File: src/rtl/prog_loader_pkg.sv
// Shared definitions for the program loader: descriptor kinds, the opcode
// values the instruction decoder consumes, instruction field layouts and
// loader FSM states.
package prog_loader_pkg;

  // Descriptor kinds carried on in_kind; codes 10-15 are invalid.
  typedef enum logic [3:0] {
    KIND_RTYPE = 4'd0,
    KIND_LW    = 4'd1,
    KIND_SW    = 4'd2,
    KIND_BEQ   = 4'd3,
    KIND_BNE   = 4'd4,
    KIND_J     = 4'd5,
    KIND_ANDI  = 4'd6,
    KIND_ORI   = 4'd7,
    KIND_XORI  = 4'd8,
    KIND_ADDI  = 4'd9
  } kind_e;

  // Opcodes, identical to the decoder's table.
  localparam logic [5:0] OP_RTYPE = 6'b000000;
  localparam logic [5:0] OP_LW    = 6'b100011;
  localparam logic [5:0] OP_SW    = 6'b101011;
  localparam logic [5:0] OP_BEQ   = 6'b000100;
  localparam logic [5:0] OP_BNE   = 6'b000101;
  localparam logic [5:0] OP_J     = 6'b000010;
  localparam logic [5:0] OP_ANDI  = 6'b001100;
  localparam logic [5:0] OP_ORI   = 6'b001101;
  localparam logic [5:0] OP_XORI  = 6'b001110;
  localparam logic [5:0] OP_ADDI  = 6'b001000;

  // Field positions of the three instruction formats, MSB first.
  typedef struct packed {
    logic [5:0] op;
    logic [4:0] rs;
    logic [4:0] rt;
    logic [4:0] rd;
    logic [4:0] shamt;
    logic [5:0] funct;
  } r_fmt_t;

  typedef struct packed {
    logic [5:0]  op;
    logic [4:0]  rs;
    logic [4:0]  rt;
    logic [15:0] imm;
  } i_fmt_t;

  typedef struct packed {
    logic [5:0]  op;
    logic [25:0] target;
  } j_fmt_t;

  typedef enum logic [1:0] {
    ST_IDLE = 2'd0,
    ST_LOAD = 2'd1,
    ST_DONE = 2'd2
  } state_e;

endpackage

File: src/rtl/prog_loader_encoder.sv
// Combinational instruction encoder: descriptor kind plus fields to a
// 32-bit machine word, with a flag telling whether the kind is legal.
module instr_encoder
  import prog_loader_pkg::*;
(
  input  logic [3:0]  kind,
  input  logic [4:0]  rs,
  input  logic [4:0]  rt,
  input  logic [4:0]  rd,
  input  logic [4:0]  shamt,
  input  logic [5:0]  funct,
  input  logic [15:0] imm,
  input  logic [25:0] target,
  output logic [31:0] word,
  output logic        valid
);

  logic [5:0] op;
  logic       is_r;
  logic       is_j;

  // Select opcode and format from the kind, then pack the matching layout.
  always_comb begin
    op    = OP_RTYPE;
    is_r  = 1'b0;
    is_j  = 1'b0;
    valid = 1'b1;
    word  = '0;
    case (kind)
      KIND_RTYPE: begin op = OP_RTYPE; is_r = 1'b1; end
      KIND_LW:    op = OP_LW;
      KIND_SW:    op = OP_SW;
      KIND_BEQ:   op = OP_BEQ;
      KIND_BNE:   op = OP_BNE;
      KIND_J:     begin op = OP_J; is_j = 1'b1; end
      KIND_ANDI:  op = OP_ANDI;
      KIND_ORI:   op = OP_ORI;
      KIND_XORI:  op = OP_XORI;
      KIND_ADDI:  op = OP_ADDI;
      default:    valid = 1'b0;
    endcase
    if (!valid)
      word = '0;
    else if (is_r)
      word = r_fmt_t'{op: op, rs: rs, rt: rt, rd: rd, shamt: shamt, funct: funct};
    else if (is_j)
      word = j_fmt_t'{op: op, target: target};
    else
      word = i_fmt_t'{op: op, rs: rs, rt: rt, imm: imm};
  end

endmodule

File: src/rtl/prog_loader.sv
// Program loader: accepts instruction descriptors over a valid/ready
// handshake, encodes them and writes them to consecutive imem words.
// Optional feature macro: PROG_LOADER_CHECKSUM_EN adds a running XOR
// checksum output of all words written in the current session.
module prog_loader
  import prog_loader_pkg::*;
#(
  parameter int ADDR_W = 8,
  parameter int DEPTH  = 256,
  parameter int BASE   = 0
) (
  input  logic              clk,
  input  logic              rst_n,
  input  logic              start,
  input  logic              in_valid,
  output logic              in_ready,
  input  logic              in_last,
  input  logic [3:0]        in_kind,
  input  logic [4:0]        in_rs,
  input  logic [4:0]        in_rt,
  input  logic [4:0]        in_rd,
  input  logic [4:0]        in_shamt,
  input  logic [5:0]        in_funct,
  input  logic [15:0]       in_imm,
  input  logic [25:0]       in_target,
  output logic              imem_we,
  output logic [ADDR_W-1:0] imem_addr,
  output logic [31:0]       imem_wdata,
  output logic              busy,
  output logic              done,
  output logic [ADDR_W:0]   count,
  output logic              err_kind,
  output logic              ovf
`ifdef PROG_LOADER_CHECKSUM_EN
  ,
  output logic [31:0]       checksum
`endif
);

  localparam logic [ADDR_W:0]   DEPTH_C = (ADDR_W + 1)'(DEPTH);
  localparam logic [ADDR_W-1:0] BASE_C  = ADDR_W'(BASE);

  state_e            state_q, state_d;
  logic [ADDR_W-1:0] addr_q;
  logic [31:0]       enc_word;
  logic              enc_valid;
  logic              accept;
  logic              start_go;
  logic              last_slot;

  instr_encoder u_enc (
    .kind   (in_kind),
    .rs     (in_rs),
    .rt     (in_rt),
    .rd     (in_rd),
    .shamt  (in_shamt),
    .funct  (in_funct),
    .imm    (in_imm),
    .target (in_target),
    .word   (enc_word),
    .valid  (enc_valid)
  );

  assign in_ready  = (state_q == ST_LOAD) && (count < DEPTH_C);
  assign accept    = in_valid && in_ready;
  assign start_go  = start && (state_q != ST_LOAD);
  assign last_slot = (count == DEPTH_C - 1'b1);
  assign busy      = (state_q == ST_LOAD);
  assign done      = (state_q == ST_DONE);

  // State register.
  always_ff @(posedge clk or negedge rst_n) begin
    if (!rst_n) state_q <= ST_IDLE;
    else        state_q <= state_d;
  end

  // Next state: a session ends on in_last or when the final slot is written.
  always_comb begin
    state_d = state_q;
    case (state_q)
      ST_IDLE, ST_DONE: if (start) state_d = ST_LOAD;
      ST_LOAD: if (accept && (in_last || (enc_valid && last_slot))) state_d = ST_DONE;
      default: state_d = ST_IDLE;
    endcase
  end

  // Write port, address/count tracking and sticky session flags.
  always_ff @(posedge clk or negedge rst_n) begin
    if (!rst_n) begin
      imem_we    <= 1'b0;
      imem_addr  <= '0;
      imem_wdata <= '0;
      addr_q     <= '0;
      count      <= '0;
      err_kind   <= 1'b0;
      ovf        <= 1'b0;
    end else begin
      imem_we <= 1'b0;
      if (start_go) begin
        addr_q   <= BASE_C;
        count    <= '0;
        err_kind <= 1'b0;
        ovf      <= 1'b0;
      end else if (accept) begin
        if (enc_valid) begin
          imem_we    <= 1'b1;
          imem_addr  <= addr_q;
          imem_wdata <= enc_word;
          addr_q     <= addr_q + 1'b1;
          count      <= count + 1'b1;
          if (!in_last && last_slot) ovf <= 1'b1;
        end else begin
          err_kind <= 1'b1;
        end
      end
    end
  end

`ifdef PROG_LOADER_CHECKSUM_EN
  // Running XOR of every word written since the last start.
  always_ff @(posedge clk or negedge rst_n) begin
    if (!rst_n)                   checksum <= '0;
    else if (start_go)            checksum <= '0;
    else if (accept && enc_valid) checksum <= checksum ^ enc_word;
  end
`endif

endmodule
File: config.mk
export PLATFORM = sky130hd
export DESIGN_NAME = prog_loader
export DESIGN_NICKNAME = d
export VERILOG_FILES = /design/src/rtl/prog_loader_pkg.sv /design/src/rtl/prog_loader_encoder.sv /design/src/rtl/prog_loader.sv
export SDC_FILE = /design/constraint.sdc
export NUM_CORES = 1
export LEC_CHECK = 0
export CAP_MARGIN = 10
export CELL_PAD_IN_SITES_DETAIL_PLACEMENT = 0
export CELL_PAD_IN_SITES_GLOBAL_PLACEMENT = 1
export CORE_ASPECT_RATIO = 1.75
export CORE_MARGIN = 2
export CORE_UTILIZATION = 34
export CTS_CLUSTER_SIZE = 24
export DETAILED_ROUTE_END_ITERATION = 10
export PLACE_DENSITY = 0.93
export SYNTH_ARGS = -nofsm -noshare
export SYNTH_HDL_FRONTEND = slang
export SYNTH_SLANG_ARGS = --single-unit
File: constraint.sdc
create_clock -name clk -period 4.8 [get_ports clk]
set_input_delay 1.2 -clock clk [delete_from_list [all_inputs] [get_ports clk]]
set_output_delay 1.2 -clock clk [all_outputs]
set_load 0.005 [all_outputs]
# Word level (Yosys, flattened, before mapping)
# Index checks and enable logic that the tools add are counted.
# totals
latch_bits	0
mem_count	0
ram_bits	0
in_bits	77
reg_bits	62
output_inout_bits	55
word_cells	73
mem_bits_ro	0
# classes
bitwise_logic	1
n_lt_le_gt_ge	1
n_shift	0
muxes	25
multipliers	0
reduce_logical	20
n_div	0
add_sub_neg	2
n_eq_ne	16
# ops
cell	count
$pmux W6 S9	1
$mux W26	2
$mux W9	3
$mux W8	3
$eq A4 B3 Y1 const B	4
$mux W1	13
$reduce_or A10 Y1	1
$add A9 B1 Y9 const B	1
$eq A9 B8 Y1 const B	1
$lt A9 B9 Y1 const B	1
$add A8 B1 Y8 const B	1
$eq A4 B2 Y1 const B	2
$eq A4 B4 Y1 const B	2
$logic_and A1 B1 Y1	6
$ne A2 B1 Y1 const B	3
$reduce_and A2 Y1	3
$reduce_and A3 Y1	2
$reduce_bool A2 Y1	3
$eq A4 B1 Y1 const B	1
$logic_not A4 Y1	1
$mux W2	2
$pmux W2 S2	1
$eq A2 B1 Y1 const B	1
$eq A2 B2 Y1 const B	1
other kinds (6)	6

# Logic depth before layout (Yosys ltp)
# Gate-level depths: netlist of the first run.
# logic_depth
depth_word	8
ltp_mapped	7
ltp_nobuf	7

# Modules after synthesis
# Synthesis of the first run repeated with hierarchy kept, for this count alone.
# unflattened
hier_cells	341
hier_area_um2	3417.0
# modules_own_cells
module	seq_area_each_um2	area_per_inst_um2	instances	cells_each
prog_loader	1551.5	2736.4	1	207
instr_encoder	0.0	680.7	1	134

# Worst setup path after synthesis of the first run
# OpenSTA, ideal clock, no wires.
# synth_timing
kind	input -> register
start	in in_kind[0]
end	reg imem_wdata[0]
path_buffers	3
setup_time_ns	0.126
required_ns	4.674
setup_slack_ns	2.400
arrival_ns	2.274
path_stages	6
path_cell_list	buf_4 > or4_1 > buf_2 > buf_6 > o21ai_1 > o21ai_1
# synth_between
elab_chain_cells	4
word_cells_on_any_way	17
cone_classes	eq/ne (9); mux (5); reduce/logical (3)
# synth_rtl
item	line	source
from (decl)	prog_loader.sv:18	input logic [3:0] in_kind,
$eq A4 B1 Y1, or another cell as far along	prog_loader_encoder.sv:29	case (kind)
$reduce_or A10 Y1 (no line) / $mux W1 (equally long branches)	n/a	
$mux W1 / $mux W26 (equally long branches)	prog_loader_encoder.sv:29, prog_loader_encoder.sv:46	
$reduce_and A3 Y1 (no line) / $mux W26 (equally long branches)	n/a	
to (signal assigned)	prog_loader.sv:108	imem_wdata <= enc_word;
to (decl)	prog_loader.sv:28	output logic [31:0] imem_wdata,
# Parallel ways exist; a longest one is shown, timed or not.
# A chain may end at the register's enable or synchronous reset.

# Worst setup path in the final report of the first run
# layout_timing
start	in in_kind[3]
end	reg imem_wdata[15]
# Same word-level chain as after synthesis.

==> impl_metrics.py, run 1 <==
metrics = {
    "critical_path": {
        "reg2reg_slack_ps": 2720,
        "path_delay_family": "simple AND/OR/NAND/NOR gates",
        "worstRegToRegCells": 4,
        "timing.critical_path.fanout_max": 43,
        "worstReg2RegEnd": "count[7]",
        "path_cells": "clkdlybuf4s50_1 -> and4bb_2 -> nor2b_1 -> a211oi_1 -> o21ai_1",
        "crit_path_top_delay_cell": "sky130_fd_sc_hd__and4bb_2",
        "cp_num_buf_inv": 1,
        "crit_arrival_ps": 3500,
        "cp_slowest_stage_delay_ps": 1080,
        "r2r_start": "count[8]",
        "timing.critical_path.to_type": "register",
        "worst-endpoint-required_ps": 5010,
        "critPathKind": "primary input to register",
        "critical_path.startpoint_type": "primary input",
    },
    "drt": {
        "routed_wl_microns": 8990,
        "vias_per_cell": 5.06,
        "postRouteAntennaNets": 0,
        "total_vias_in_the_final_route": 2984,
        "detail_route.iter0.violations": 179,
        "detail_route.drc_violations": 0,
        "avgRoutedWirePerCell_microns": 15.2,
        "drt_pre_antenna_iters": 4,
    },
    "timing": {
        "fin_worst_hold_slack_ps": 467,
        "relSlewSlack": 0.349,
        "unrepaired_setup_endpoints_after_global_routing": "no",
        "achievable-frequency_mhz": 304,
        "timing.final.crit_period_ps": 3290,
        "setup_viol_count_final": 0,
        "timing.final.crit_share": 0.685,
        "transition_time_at_the_pin_with_the_least_slew_margin_ps": 976,
        "fin_tns_setup_ps": 0,
        "clock-skew-final_ps": 2.28,
        "finalHoldViolations": 0,
        "report.final.slew_viol_count": 0,
    },
    "power": {
        "seqPwrFrac": 0.341,
        "combinationalPowerShare": 0.354,
        "switching_power_uw": 694,
        "vdd_drop_max_mv": 0.219,
        "internal_power_summed_over_all_cells_mw": 1.61,
        "power.clock.fraction": 0.305,
        "power_switching_share": 0.301,
        "leakagePower_nw": 2.00,
        "power.density_mw_per_mm2": 482,
    },
    "hold_path": {
        "whs_path_depth": 2,
        "timing.hold.worst_endpoint": "imem_addr[6]",
        "holdCritStartpoint": "imem_addr[6]",
        "worst_hold_check_path_type": "register to register",
    },
    "cts": {
        "clk_pin_slew_worst_paths_ps": 50,
        "ctsResizeCount": 0,
        "cts-root-to-sink-buffers": 2,
        "clock_sinks": 61,
        "cts_stage_hold_buffer_count": 0,
        "clock_tree.htree_level_count": 3,
        "clock_insertion_delay_worst_skew_ps": 330,
        "numCtsBuffers": 9,
        "clockRootBuffer": "sky130_fd_sc_hd__clkbuf_16",
        "tritoncts_clock_tree": "yes",
        "cts_setup_buffers": 0,
    },
    "logic_synthesis": {
        "mappedNetlistArea_sq_mm": 0.00316,
        "synthesis.instances": 346,
        "ys_warn_count": 0,
        "ys_async_rst_share": 1.00,
        "synth_edf_count": 0,
        "synth_top_cell_area_share": 0.482,
        "ys.flop_type": "sky130_fd_sc_hd__dfrtp_1",
        "postSynthRegisterBits": 61,
        "post-synth-top-area-cell": "sky130_fd_sc_hd__dfrtp_1",
        "syn_area_per_cell_sq_um": 9.15,
        "synth_cell_type_count": 45,
        "ys_seq_area_frac": 0.482,
        "synth.area.top_cells": "sky130_fd_sc_hd__dfrtp_1 (48%), sky130_fd_sc_hd__nand2_1 (7.5%), sky130_fd_sc_hd__o21ai_1 (4.9%), sky130_fd_sc_hd__a211oi_1 (4.0%), sky130_fd_sc_hd__nor2b_1 (3.6%)",
        "syn-num-nets": 426,
    },
    "grt": {
        "grt_first_pass_wirelength_microns": 14600,
        "grt_pass1_vias": 3006,
        "grt_antenna_before_repair": 0,
        "maximum_number_of_pins_on_one_net_before_global_route_repair": 53,
        "grt_overflow": 0,
        "grt_util_all_layers": 0.185,
    },
    "place": {
        "hpwl_microns": 6630,
        "place.gp.congestion": 0.790,
        "dpl.cell_count": 574,
        "placement.io_buffers": 130,
    },
    "final_layout": {
        "final-instance-count-excl-fill": 590,
        "drive_gt1_frac": 0.0574,
        "area.growth.synth_to_final_pct": 51.5,
        "fin_nets": 545,
        "antennaDiodeCount": 0,
        "fillCellCount": 873,
    },
    "status": {
        "outcome": "completed",
    },
    "floorplanning": {
        "fp.dieH_microns": 132,
        "ios": 132,
        "floorplan.core_area_sq_mm": 0.00904,
        "fp.dieArea_sq_mm": 0.0101,
        "starting_density": 0.350,
        "std_cell_rows": 46,
        "die_width_microns": 76.9,
    },
    "job": {
        "maxCapViolations": 0,
    },
}
## state kept, by name, indices dropped and copies added (netlist names)
signal,flops
err_kind,1
addr_q,8
count,9
imem_wdata,31
imem_we,1
ovf,1
imem_addr,8
state_q,2
## cell usage in the layout (no fill, tap or decap), types with 5 or more instances in the layout
cell and count:
sky130_fd_sc_hd__a211oi_1 17, sky130_fd_sc_hd__nand3_1 8, sky130_fd_sc_hd__and3_1 6, sky130_fd_sc_hd__nor2_1 12
sky130_fd_sc_hd__nor3_1 8, sky130_fd_sc_hd__xnor2_1 5, sky130_fd_sc_hd__clkbuf_16 9, sky130_fd_sc_hd__nand2_1 63
sky130_fd_sc_hd__o21ai_1 31, sky130_fd_sc_hd__o21ai_0 22, sky130_fd_sc_hd__dfrtp_1 61, sky130_fd_sc_hd__a21oi_1 10
sky130_fd_sc_hd__nor2b_1 18, sky130_fd_sc_hd__inv_1 9, sky130_fd_sc_hd__clkdlybuf4s50_1 129, sky130_fd_sc_hd__mux2i_1 10
## how the worst max path moves through the flow
stage / depth (start not counted) / start / slack [ps] / endpoint
after CTS: 5 / in_kind[3] / 1530 / imem_wdata[3]
after floorplan: 6 / in_kind[0] / 2400 / imem_wdata[0]
final: 5 / in_kind[3] / 1510 / imem_wdata[15]
after global routing: 5 / in_kind[3] / 1380 / imem_wdata[13]
after global placement: 5 / in_kind[3] / 1330 / imem_wdata[3]
after detailed placement: 5 / in_kind[3] / 1170 / imem_wdata[3]
## kinds of logic after synthesis
family / share of synthesized area
AO/OA/AOI/OAI: 0.191
XOR/XNOR: 0.0138
adder cells (fa/ha/maj): 0.0119
buffers and inverters: 0.0621
flip-flops: 0.482
multiplexers: 0.0316
other: 0.00119
AND/OR/NAND/NOR: 0.206
## metal layers
layer / global-route usage / vias up / part of all wire
met5: 0 / - / 0
met4: 0.0929 / 0 / 0.034
met3: 0.0474 / 21 / 0.055
met2: 0.345 / 102 / 0.56
met1: 0.186 / 1406 / 0.35
li1: - / 1455 / -
## per-stage QoR
| stage | power, mW | instance area, sq um | util | setup slack, ps |
|---|---|---|---|---|
| after global placement | 1.60 | 4470 | 0.494 | 1330 |
| final | 2.31 | 4790 | 0.530 | 1510 |
| after detailed placement | 1.62 | 4470 | 0.494 | 1170 |
| after floorplan | 1.14 | 3160 | - | 2400 |
| after CTS | 2.33 | 4790 | 0.530 | 1530 |
| after global routing | 2.45 | 4790 | 0.530 | 1380 |
## synth_stat cells (2+ instances only)
cell,instances
sky130_fd_sc_hd__mux2i_1,10
sky130_fd_sc_hd__nand2_1,63
sky130_fd_sc_hd__dfrtp_1,61
sky130_fd_sc_hd__nor2_1,12
sky130_fd_sc_hd__nand2b_1,2
sky130_fd_sc_hd__nand3_1,8
sky130_fd_sc_hd__xnor2_1,5
sky130_fd_sc_hd__nor2b_1,18
sky130_fd_sc_hd__a21oi_1,10
sky130_fd_sc_hd__o22a_1,2
sky130_fd_sc_hd__nand4_1,2
sky130_fd_sc_hd__o31ai_1,2
sky130_fd_sc_hd__a31oi_1,4
sky130_fd_sc_hd__ha_1,3
sky130_fd_sc_hd__inv_1,9
sky130_fd_sc_hd__o21ai_2,3
sky130_fd_sc_hd__buf_4,4
sky130_fd_sc_hd__nor4_1,3
sky130_fd_sc_hd__buf_2,7
sky130_fd_sc_hd__o22ai_1,4
sky130_fd_sc_hd__a211oi_1,17
sky130_fd_sc_hd__buf_1,2
sky130_fd_sc_hd__buf_6,6
sky130_fd_sc_hd__o21ai_0,22
sky130_fd_sc_hd__and3_1,6
sky130_fd_sc_hd__clkbuf_1,5
sky130_fd_sc_hd__nor3_1,8
sky130_fd_sc_hd__o21ai_1,31
## cell type report
type,instances,area (sq um),area share
inverters,10,37.5,0.00783
multi-input cells,251,1440,0.301
clock buffers,12,256,0.0535
well taps,120,150,0.0313
flip-flops and latches,61,1530,0.318
clock inverters,4,70.1,0.0146
repair buffers,132,1310,0.274
## power by group through the flow
stage	registers (mW)	logic [mW]	clock network, mW
2_1_floorplan	0.793	0.344	0
4_1_cts	0.789	0.828	0.717
3_3_place_gp	0.791	0.806	0
5_1_grt	0.813	0.903	0.738
3_5_place_dp	0.796	0.825	0
6_report	0.788	0.818	0.703
## worst min-delay path: cells and delay by family, from the launching register on
family | cells | cell delay, ps
flip-flops | 1 | 330
AND/OR/NAND/NOR | 2 | 100
(Power assumes the default switching activity.)
==> run 2: changes to the inputs <==
CORE_UTILIZATION = 31   (was 34)
PLACE_DENSITY = 0.86   (was 0.93)
clock period = 3.15 ns   (was 4.8 ns; I/O delays follow)
==> impl_metrics.py, run 2 (synthesis results as in run 1) <==
metrics = {
    "status": {
        "outcome": "completed",
    },
    "final_layout": {
        "multi_input_area_sq_mm": 0.00144,
        "flip_flop_count_of_the_largest_register_after_layout": 31,
        "drive_gt1_frac": 0.0772,
        "regArea_sq_mm": 0.00153,
        "fillCellCount": 951,
        "area.growth.synth_to_final_pct": 54.5,
        "fin_nets": 554,
        "layout.cells.most_common_list": "sky130_fd_sc_hd__clkdlybuf4s50_1 (129), sky130_fd_sc_hd__nand2_1 (63), sky130_fd_sc_hd__dfrtp_1 (61)",
        "layout.cells.most_common": "sky130_fd_sc_hd__clkdlybuf4s50_1",
        "top_regs": "imem_wdata (31), count (9)",
        "antennaDiodeCount": 0,
        "top_register": "imem_wdata",
    },
    "cts": {
        "clk_pin_slew_worst_paths_ps": 50,
        "cts_stage_hold_buffer_count": 0,
        "cts-root-to-sink-buffers": 2,
        "ctsResizeCount": 0,
        "clock_sinks": 61,
        "clockRootBuffer": "sky130_fd_sc_hd__clkbuf_16",
        "tritoncts_clock_tree": "yes",
        "numCtsBuffers": 9,
        "clock_insertion_delay_worst_skew_ps": 330,
        "clock_tree.htree_level_count": 3,
        "cts_setup_buffers": 0,
    },
    "power": {
        "power.density_mw_per_mm2": 715,
        "internal_power_summed_over_all_cells_mw": 2.43,
        "seqPwrFrac": 0.347,
        "power.clock.fraction": 0.287,
        "switching_power_mw": 1.07,
        "power_switching_share": 0.305,
        "combinationalPowerShare": 0.366,
        "leakagePower_nw": 2.06,
        "vdd_drop_max_mv": 0.295,
    },
    "timing": {
        "fin_tns_setup_ps": 0,
        "fin_worst_hold_slack_ps": 458,
        "postLayoutSetupSlackWorst_ps": 770,
        "clock-skew-final_ps": 6.26,
        "report.final.slew_viol_count": 0,
        "unrepaired_setup_endpoints_after_global_routing": "no",
        "transition_time_at_the_pin_with_the_least_slew_margin_ps": 595,
        "achievable-frequency_mhz": 420,
        "finalHoldViolations": 0,
        "setup_viol_count_final": 0,
        "relSlewSlack": 0.603,
        "timing.final.crit_share": 0.756,
        "timing.final.crit_period_ps": 2380,
    },
    "drt": {
        "total_vias_in_the_final_route": 2994,
        "routed_wl_microns": 9170,
        "vias_per_cell": 4.96,
        "drt_pre_antenna_iters": 4,
        "detail_route.drc_violations": 0,
        "postRouteAntennaNets": 0,
        "detail_route.iter0.violations": 160,
        "avgRoutedWirePerCell_microns": 15.2,
    },
    "place": {
        "dpl_worst_slack_ps": 470,
        "placement.io_buffers": 130,
        "hpwl_microns": 7110,
        "place.gp.congestion": 0.801,
    },
    "critical_path": {
        "critical_path.startpoint_type": "register",
        "crit_arrival_ps": 1590,
        "critical_path.startpoint": "state_q[1]",
        "worst-endpoint-required_ps": 2360,
        "timing.critical_path.fanout_max": 5,
        "timing.critical_path.to_type": "output pin",
        "r2r_start": "count[8]",
        "critPathKind": "register to output pin",
    },
    "floorplanning": {
        "fp.dieArea_sq_mm": 0.0111,
        "floorplan.core_area_sq_mm": 0.00991,
        "ios": 132,
        "std_cell_rows": 48,
        "starting_density": 0.319,
        "fp.dieH_microns": 138,
        "die_width_microns": 80.4,
    },
    "grt": {
        "maximum_number_of_pins_on_one_net_before_global_route_repair": 44,
        "grt_pass1_vias": 3015,
        "grt_first_pass_wirelength_microns": 14600,
        "grt_overflow": 0,
        "grt_util_all_layers": 0.172,
        "grt_antenna_before_repair": 0,
    },
    "hold_path": {
        "worst_hold_check_path_type": "primary input to async pin",
    },
    "job": {
        "maxCapViolations": 0,
    },
}
## run 2: changes by cell type in the layout (fill, tap and decap cells not counted), sizes merged
cell | previous run | this run
buf | 3 | 12
clkinv | 2 | 3
bufinv | 2 | 1
## run 2: layer usage
| layer | global-route usage | wire length (microns) | vias to the layer above |
|---|---|---|---|
| met2 | 0.313 | 5360 | 77 |
| li1 | - | - | 1474 |
| met5 | 0 | 0 | - |
| met3 | 0.0400 | 348 | 15 |
| met1 | 0.181 | 3260 | 1428 |
| met4 | 0.0885 | 194 | 0 |
## run 2: area by class of cell
cell class | count | area share
sequential | 61 | 0.312
inverter | 10 | 0.00768
timing repair buffer | 141 | 0.290
tap | 125 | 0.0320
multi-input combinational | 251 | 0.295
clock inverter | 4 | 0.00921
clock buffer | 12 | 0.0545
## run 2: final timing paths
check | endpoint | slack, ps | depth (start not counted)
hold reg to reg | imem_addr[4] | 470 | 2
setup reg to reg | imem_wdata[4] | 1340 | 6
max in group asynchronous | count[3] | 2070 | 2
hold / removal | imem_wdata[4] | 460 | 1
setup / recovery | in_ready | 770 | 3
min in group clk | imem_addr[4] | 470 | 2
## run 2: stage by stage
step | utilization | instance area, sq um | std cells | total power, mW
6_report | 0.493 | 4890 | 604 | 3.50
5_1_grt | 0.493 | 4890 | 604 | 3.74
4_1_cts | 0.493 | 4890 | 604 | 3.54
3_5_place_dp | 0.462 | 4580 | 588 | 2.52
3_3_place_gp | 0.462 | 4580 | 588 | 2.48
2_1_floorplan | - | 3160 | 346 | 1.73
## run 2: worst max-delay path: stages (launching register included)
cell and delay, ps:
sky130_fd_sc_hd__dfrtp_1 390, sky130_fd_sc_hd__nand2b_1 250, sky130_fd_sc_hd__nor2_1 120, sky130_fd_sc_hd__clkdlybuf4s50_1 500
## run 2: power by group through the flow
stage,Combinational (mW),Clock [mW],Sequential [mW]
finish,1.28,1.00,1.21
global route,1.42,1.07,1.25
CTS,1.30,1.03,1.22
detailed placement,1.30,0,1.22
global placement,1.27,0,1.21
floorplan,0.524,0,1.21
